File: src/rtl/cacheline_adapter.sv
// cacheline_adapter
// -----------------------------------------------------------------------------
// Bridges the L1 cache's 256-bit line port to the 64-bit banked burst memory.
// A line write is serialised into BURST_LEN beats. BURST_LEN returning read
// beats are assembled into one line. Only one transaction is outstanding at a
// time. Every output is registered.
//
// Ports
//   clk          clock
//   rst          asynchronous reset, active-low
//   dfp_addr     cache line address (low line-offset bits ignored)
//   dfp_read     line read request (sampled in IDLE only)
//   dfp_write    line write request (sampled in IDLE only, wins over read)
//   dfp_wdata    line to write
//   dfp_rdata    last assembled read line, valid from the dfp_resp cycle on
//   dfp_resp     one-cycle completion pulse
//   bmem_addr    line-aligned burst address
//   bmem_read    burst read request, held until bmem_ready
//   bmem_write   write beat valid
//   bmem_wdata   write beat data
//   bmem_ready   memory accepts the request / beat this cycle
//   bmem_raddr   address tag of the returning read beat
//   bmem_rdata   read beat data
//   bmem_rvalid  read beat valid
// -----------------------------------------------------------------------------
module cacheline_adapter #(
  parameter int LINE_W = 256,
  parameter int BEAT_W = 64
) (
  input  logic              clk,
  input  logic              rst,
  input  logic [31:0]       dfp_addr,
  input  logic              dfp_read,
  input  logic              dfp_write,
  input  logic [LINE_W-1:0] dfp_wdata,
  output logic [LINE_W-1:0] dfp_rdata,
  output logic              dfp_resp,
  output logic [31:0]       bmem_addr,
  output logic              bmem_read,
  output logic              bmem_write,
  output logic [BEAT_W-1:0] bmem_wdata,
  input  logic              bmem_ready,
  input  logic [31:0]       bmem_raddr,
  input  logic [BEAT_W-1:0] bmem_rdata,
  input  logic              bmem_rvalid
);

  localparam int BURST_LEN = LINE_W / BEAT_W;
  localparam int CNT_W     = (BURST_LEN > 1) ? $clog2(BURST_LEN) : 1;
  localparam int OFFSET_W  = $clog2(LINE_W / 8);
  localparam logic [CNT_W-1:0] LAST_BEAT = CNT_W'(BURST_LEN - 1);

  typedef enum logic [2:0] {
    IDLE,
    RD_REQ,
    RD_DATA,
    WR_DATA,
    RESP
  } state_t;

  state_t            r_state;
  logic [CNT_W-1:0]  r_cnt;
  // Shared line buffer: holds the remaining write beats (shifted down as each
  // beat goes out) or the read beats collected so far (shifted in from the top).
  logic [LINE_W-1:0] r_line;
  logic [LINE_W-1:0] r_dfp_rdata;
  logic              r_dfp_resp;
  logic [31:0]       r_bmem_addr;
  logic              r_bmem_read;
  logic              r_bmem_write;
  logic [BEAT_W-1:0] r_bmem_wdata;

  logic [31:0]       w_aligned;
  logic              w_beat_hit;
  logic [LINE_W-1:0] w_line_next;
  logic              w_unused_offset;

  assign w_aligned       = {dfp_addr[31:OFFSET_W], {OFFSET_W{1'b0}}};
  assign w_unused_offset = ^dfp_addr[OFFSET_W-1:0];

  // Only beats tagged with our own line address belong to this burst; stray
  // beats for other lines are dropped without advancing the counter.
  assign w_beat_hit  = bmem_rvalid && (bmem_raddr == r_bmem_addr);

  // Shifting beats in from the top leaves beat 0 in the low bits after a full burst.
  assign w_line_next = {bmem_rdata, r_line[LINE_W-1:BEAT_W]};

  always_ff @(posedge clk or negedge rst) begin
    if (!rst) begin
      r_state      <= IDLE;
      r_cnt        <= '0;
      r_line       <= '0;
      r_dfp_rdata  <= '0;
      r_dfp_resp   <= 1'b0;
      r_bmem_addr  <= '0;
      r_bmem_read  <= 1'b0;
      r_bmem_write <= 1'b0;
      r_bmem_wdata <= '0;
    end else begin
      r_dfp_resp <= 1'b0;
      case (r_state)
        IDLE: begin
          if (dfp_write) begin
            r_bmem_addr  <= w_aligned;
            r_bmem_write <= 1'b1;
            r_bmem_wdata <= dfp_wdata[BEAT_W-1:0];
            r_line       <= dfp_wdata >> BEAT_W;
            r_cnt        <= '0;
            r_state      <= WR_DATA;
          end else if (dfp_read) begin
            r_bmem_addr <= w_aligned;
            r_bmem_read <= 1'b1;
            r_cnt       <= '0;
            r_state     <= RD_REQ;
          end
        end

        RD_REQ: begin
          if (bmem_ready) begin
            r_bmem_read <= 1'b0;
            r_state     <= RD_DATA;
          end
        end

        RD_DATA: begin
          if (w_beat_hit) begin
            r_line <= w_line_next;
            r_cnt  <= r_cnt + CNT_W'(1);
            if (r_cnt == LAST_BEAT) begin
              r_dfp_rdata <= w_line_next;
              r_dfp_resp  <= 1'b1;
              r_state     <= RESP;
            end
          end
        end

        // bmem_write is always high here, so bmem_ready alone means acceptance.
        WR_DATA: begin
          if (bmem_ready) begin
            r_cnt <= r_cnt + CNT_W'(1);
            if (r_cnt == LAST_BEAT) begin
              r_bmem_write <= 1'b0;
              r_bmem_wdata <= '0;
              r_dfp_resp   <= 1'b1;
              r_state      <= RESP;
            end else begin
              r_bmem_wdata <= r_line[BEAT_W-1:0];
              r_line       <= r_line >> BEAT_W;
            end
          end
        end

        RESP: begin
          r_state <= IDLE;
        end

        default: begin
          r_state <= IDLE;
        end
      endcase
    end
  end

  assign dfp_rdata  = r_dfp_rdata;
  assign dfp_resp   = r_dfp_resp;
  assign bmem_addr  = r_bmem_addr;
  assign bmem_read  = r_bmem_read;
  assign bmem_write = r_bmem_write;
  assign bmem_wdata = r_bmem_wdata;

endmodule
File: config.mk
export PLATFORM = sky130hd
export DESIGN_NAME = cacheline_adapter
export DESIGN_NICKNAME = d
export VERILOG_FILES = /design/src/rtl/cacheline_adapter.sv
export SDC_FILE = /design/constraint.sdc
export NUM_CORES = 1
export LEC_CHECK = 0
export BUFFER_PORTS_ARGS = -buffer_cell sky130_fd_sc_hd__buf_2
export CAP_MARGIN = 20
export CORE_AREA = 2 2 288 290
export CTS_CLUSTER_DIAMETER = 30
export DETAILED_ROUTE_END_ITERATION = 8
export DIE_AREA = 0 0 290 292
export HOLD_SLACK_MARGIN = 0.03
export SYNTH_ARGS = -nofsm -noshare
export SYNTH_HDL_FRONTEND = slang
export SYNTH_SLANG_ARGS = --single-unit
File: constraint.sdc
create_clock -name clk -period 2.4 [get_ports clk]
set_input_delay 0.36 -clock clk [delete_from_list [all_inputs] [get_ports clk]]
set_output_delay 0.36 -clock clk [all_outputs]
set_load 0.02 [all_outputs]
* Word-level counts from Yosys, hierarchy flattened
Index checks and enable logic that the tools add are counted.
** Word-level totals
- Output and inout port bits :: 355
- Memory bits (read-only) :: 0
- Latch bits :: 0
- Memories :: 0
- Word-level logic and storage cells :: 73
- RAM bits :: 0
- Register bits after elaboration :: 616
** Cells by class
- Bitwise gates (word level) :: 0
- Multiply operators :: 0
- Magnitude comparators :: 0
- Shift-type cells :: 0
- Add/subtract/negate cells :: 1
- Equality and inequality tests :: 14
- Div/mod/pow operators :: 0
- Reductions and logical operators :: 14
- Multiplexer cells :: 35
** Operator list (number)
- 256-bit two-way mux :: 4
- 256-bit case mux with 3 select lines :: 1
- 64-bit two-way mux :: 3
- 64-bit case mux with 2 select lines :: 1
- 32-bit two-way mux :: 2
- 32-bit == test :: 1
- 3-bit two-way mux :: 6
- 2-bit inequality test, second input constant :: 8
- 4-bit AND reduction :: 4
- 3-bit case mux with 4 select lines :: 1
- 1-bit two-way mux :: 9
- 2-bit two-way mux :: 4
- 3-bit by 2-bit == test with 1-bit output, second input constant :: 2
- 1-bit case mux with 2 select lines :: 3
- 2-bit case mux with 3 select lines :: 1
- 3-bit AND reduction :: 2
- 2-bit nonzero test :: 3
- 5-bit AND reduction :: 1
- 3-bit by 1-bit == test with 1-bit output, second input constant :: 1
- 3-bit zero test :: 1
- 3-bit inequality test, second input constant :: 1
- 3-bit nonzero test :: 1
- 2-bit by 1-bit adder with 2-bit output, second input constant :: 1
- 2-bit == test, second input constant :: 1
- 2 further kinds :: 2

* Longest topological paths before layout
- Word-level depth :: 4
- Depth in mapped cells :: 10
- Mapped depth without buffers :: 6

* Worst setup path after synthesis
No wires, ideal clock.
- Kind :: in2reg
- From :: in bmem_raddr[1]
- To :: reg r_dfp_rdata[215], in the netlist dfp_rdata[215]
- Slack :: 0.113 ns
- Buffers on the path :: 2
- Required time :: 2.272 ns
- Arrival time :: 2.159 ns
- Stages :: 8
- Path through :: or4_4 nor4_4 nand3_1 nor3_2 nand2_1 buf_4 buf_6 mux2_1
** On the way
- Word-level cells in the longest chain between the ends :: 3
** RTL lines
- start: declaration :: line 43 : input logic [31:0] bmem_raddr,
- 32-bit == test :: line 83 : assign w_beat_hit = bmem_rvalid && (bmem_raddr == r_bmem_addr);
- 1-bit logical AND :: line 83
- 3-bit AND reduction (no source line)
- end signal: assignment :: line 130 : r_dfp_rdata <= w_line_next;
- end: declaration :: line 66 : logic [LINE_W-1:0] r_dfp_rdata;
Every way passes these cells.
A chain may end at the register's enable or synchronous reset.

* Worst setup path in the final report
- From :: reg r_bmem_addr[29], in the netlist bmem_addr[29]
- To :: reg r_dfp_rdata[222], in the netlist dfp_rdata[222]
** On the way
- Word-level cells in the longest chain between the ends :: 3
** RTL lines
- start: declaration :: line 68 : logic [31:0] r_bmem_addr;
- start signal: assignment :: line 104 : r_bmem_addr <= w_aligned;
- start signal: assignment :: line 111 : r_bmem_addr <= w_aligned;
- 32-bit == test :: line 83
- 1-bit logical AND :: line 83
- 3-bit AND reduction (no source line)
Every way passes these cells.

==> results.ini <==
[setup_path]
required_ps = 3000
worst-setup-path-type = reg2reg
timing.critical_path.from_type = register
critPathMaxFanout = 23
worst_setup_path_end_kind = register
critPathArrivalTime_ps = 3070

[yosys]
synth_sequential_area_ratio_pct = 58.5
yosys_register_bits = 611
primary_flip_flop_cell_chosen_by_synthesis_mapping = sky130_fd_sc_hd__dfrtp_1
synth-edff-count = 0
post-synth-top-area-cell = sky130_fd_sc_hd__dfrtp_1
ys_async_sr_fraction_pct = 100
synth_area_leaders = sky130_fd_sc_hd__dfrtp_1 (58%), sky130_fd_sc_hd__mux2_1 (10%), sky130_fd_sc_hd__mux2i_1 (7.4%)
mappedNetlistArea_um2 = 26200
post_synth.cell_area_avg_um2 = 12.6
post_synth_inst_count = 2076
synth.lib_cells_used.distinct = 35
synth_top_area_share_pct = 58.5
ys_warn_count = 0

[outcome]
result_of_the_run = finished with violations
violations_in_the_final_reports = setup timing

[route]
iteration_0_drc_count_of_the_detailed_router = 1349
vias_per_cell = 5.02
vias = 22500
route.antenna.remaining_nets = 0
post_drt_wl_per_cell_um = 22.3
routed_wl_um = 100000
dr.pass1.iters = 5
route.detailed.drc = 0

[place]
port-buffer-count = 734
numPlacedInstances = 3808
postPlaceCellArea_um2 = 31500
post-dp-hpwl_um = 64700
dp_worst_setup_slack_ps = -450
gp_congestion = 0.866

[sta]
fin_crit_ps = 2470
min_period_over_period_pct = 103
final-hold-violation-count = 0
setup-violations-final = 321
report.final.slew_viol_count = 0
timing.clock.skew_ps = 29.7
timing.slew.headroom_pct = 60.3
unrepaired_setup_endpoints_after_global_routing = yes
setup-tns-final_ps = -9240
tightestPinTransition_ps = 596
finalWorstSetupSlack_ps = -70.4
achievable-frequency_ghz = 0.405

[cts]
clock-root-buffer = sky130_fd_sc_hd__clkbuf_16
insertion_delay_ps = 730
cts-htree-levels = 4
cts_inserted_buffers = 149
clock_sink_count = 611
tritoncts = yes
cts.reportedPaths.clkPinSlew_ps = 50
clock_tree.buffer_depth = 3

[hold_path]
hold_class = in2reg

[grt]
via_count_of_the_first_global_routing_pass = 23200
maximum_number_of_pins_on_one_net_before_global_route_repair = 80
grt_remaining_overflow = 0
grt_pass1_wl_um = 146000
antenna_found_initial = 9
track_usage_pct = 22.8

[finish]
final_cells = 4486
drive_above_1_share_pct = 37.5
regArea_um2 = 15300
fillerInstances = 6934
syn2layout_area_growth_pct = 60.1
design.final.nets = 3677
multi_input_comb_area_um2 = 10200
fin_area_um2 = 41900

[floorplanning]
die-height_um = 292
initial_utilization_pct = 32.1
die-area_um2 = 84700
core_um2 = 81600
floorplan.io_pins = 745
std_cell_rows = 105
fp.dieW_um = 290

[job]
cap_viol_max_count = 0

[pwr]
finalPower_mw = 33.6
vdd_drop_max_mv = 0.773
leakagePower_nw = 20.7
power.density_cell_area_nw_per_um2 = 802

==> cells in the mapped netlist (5+ instances only) <==
| library cell | count |
|---|---|
| sky130_fd_sc_hd__dfrtp_1 | 611 |
| sky130_fd_sc_hd__a21oi_1 | 323 |
| sky130_fd_sc_hd__mux2_1 | 240 |
| sky130_fd_sc_hd__a31oi_1 | 195 |
| sky130_fd_sc_hd__mux2i_1 | 193 |
| sky130_fd_sc_hd__clkbuf_1 | 111 |
| sky130_fd_sc_hd__nor2_1 | 76 |
| sky130_fd_sc_hd__nor3b_1 | 65 |
| sky130_fd_sc_hd__a22o_1 | 64 |
| sky130_fd_sc_hd__mux2_2 | 43 |
| sky130_fd_sc_hd__buf_2 | 33 |
| sky130_fd_sc_hd__buf_6 | 27 |
| sky130_fd_sc_hd__xor2_1 | 27 |
| sky130_fd_sc_hd__buf_4 | 21 |
| sky130_fd_sc_hd__nand2_1 | 9 |
| sky130_fd_sc_hd__nor4_1 | 5 |
| sky130_fd_sc_hd__o21ai_0 | 5 |
==> stage by stage <==
| step | hold WS, ps | util (%) |
|---|---|---|
| after floorplan | 64.4 | - |
| after global placement | 370 | 38.6 |
| after detailed placement | 374 | 38.6 |
| after CTS | 35.8 | 50.4 |
| after global routing | 77.5 | 51.3 |
| final | 90.0 | 51.3 |
==> final timing paths <==
check	end	slack, ps	startpoint	cells past startpoint
setup / recovery	dfp_rdata[222]$_DFFE_PN0P_	-70	bmem_addr[29]$_DFFE_PN0P_	10
hold / removal	r_line[159]$_DFFE_PN0P_	90	dfp_wdata[223]	3
setup reg to reg	dfp_rdata[222]$_DFFE_PN0P_	-70	bmem_addr[29]$_DFFE_PN0P_	10
hold reg to reg	dfp_rdata[76]$_DFFE_PN0P_	480	dfp_rdata[76]$_DFFE_PN0P_	1
max in group asynchronous	bmem_wdata[10]$_DFFE_PN0P_	1230	rst	3
min in group asynchronous	r_line[184]$_DFFE_PN0P_	230	rst	2
==> timing repair <==
action / in CTS / in global routing
buffers inserted: 12 / 10
cloned: 16 / 16
endpoints found under the setup margin: 499 / 513
hold endpoints to repair: 490 / 0
pin swaps: 24 / 2
gates resized for setup: 75 / 75
hold buffers: 344 / 0
==> logic make-up (layout without fill, tap and decap cells) <==
group / after synthesis / after routing / share of synthesized area [%]
xor gates and xnor gates: 27 / 27 / 0.904
and+or+nand+nor: 170 / 170 / 3.67
AOI/OAI and AO/OA: 592 / 592 / 13.2
other: 1 / 17 / 0.0143
adders and majority gates: 1 / 1 / 0.0478
muxes: 476 / 476 / 19.6
buffers and inverters: 198 / 1522 / 4.08
DFF: 611 / 611 / 58.5
==> state kept, by name, summed over array words and instances (netlist names) <==
signal,count
dfp_rdata,256
r_cnt,2
r_state,3
dfp_resp,1
bmem_addr,27
bmem_read,1
r_line,256
bmem_write,1
bmem_wdata,64
==> critical path, cell delays in order, from the launching register on <==
cell and delay [ps]:
sky130_fd_sc_hd__dfrtp_1 390, sky130_fd_sc_hd__xor2_1 180, sky130_fd_sc_hd__nor4_2 370, sky130_fd_sc_hd__buf_4 190
sky130_fd_sc_hd__nand2_2 70, sky130_fd_sc_hd__nor3_4 230, sky130_fd_sc_hd__buf_12 140, sky130_fd_sc_hd__nand2_8 90
sky130_fd_sc_hd__buf_8 170, sky130_fd_sc_hd__buf_16 180, sky130_fd_sc_hd__mux2_1 350
==> metal layers <==
layer	GRT usage (%)	wire (µm)
met3	5.12	5610
met5	0	0
met1	29.5	43200
met4	12.6	4880
met2	35.3	46500
==> final cells by class <==
class	count	area share, %
clock buffer	203	10.2
timing repair buffer	1249	23.3
multi-input combinational	1271	24.4
inverter	4	0.0359
clock inverter	66	2.36
antenna	12	0.0717
sequential	611	36.5
tap	1070	3.20
==> cell usage in the layout (no fill, tap or decap), types with 23 or more instances in the layout <==
master	instances
sky130_fd_sc_hd__buf_2	733
sky130_fd_sc_hd__dfrtp_1	611
sky130_fd_sc_hd__dlygate4sd3_1	344
sky130_fd_sc_hd__a21oi_1	310
sky130_fd_sc_hd__a31oi_1	194
sky130_fd_sc_hd__mux2i_1	193
sky130_fd_sc_hd__mux2_1	187
sky130_fd_sc_hd__clkbuf_16	167
sky130_fd_sc_hd__buf_4	78
sky130_fd_sc_hd__nor2_1	75
sky130_fd_sc_hd__a22o_1	64
sky130_fd_sc_hd__nor3b_1	64
sky130_fd_sc_hd__mux2_4	52
sky130_fd_sc_hd__mux2_2	44
sky130_fd_sc_hd__buf_12	40
sky130_fd_sc_hd__clkbuf_8	28
sky130_fd_sc_hd__xor2_1	27
sky130_fd_sc_hd__clkbuf_1	23
==> report_power, final <==
| part | switching, mW | internal [mW] |
|---|---|---|
| sequential | 0.245 | 10.6 |
| combinational | 0.901 | 0.945 |
| clock | 6.25 | 14.6 |
| total | 7.40 | 26.2 |
Note: power is estimated with default switching activity, not from simulation.
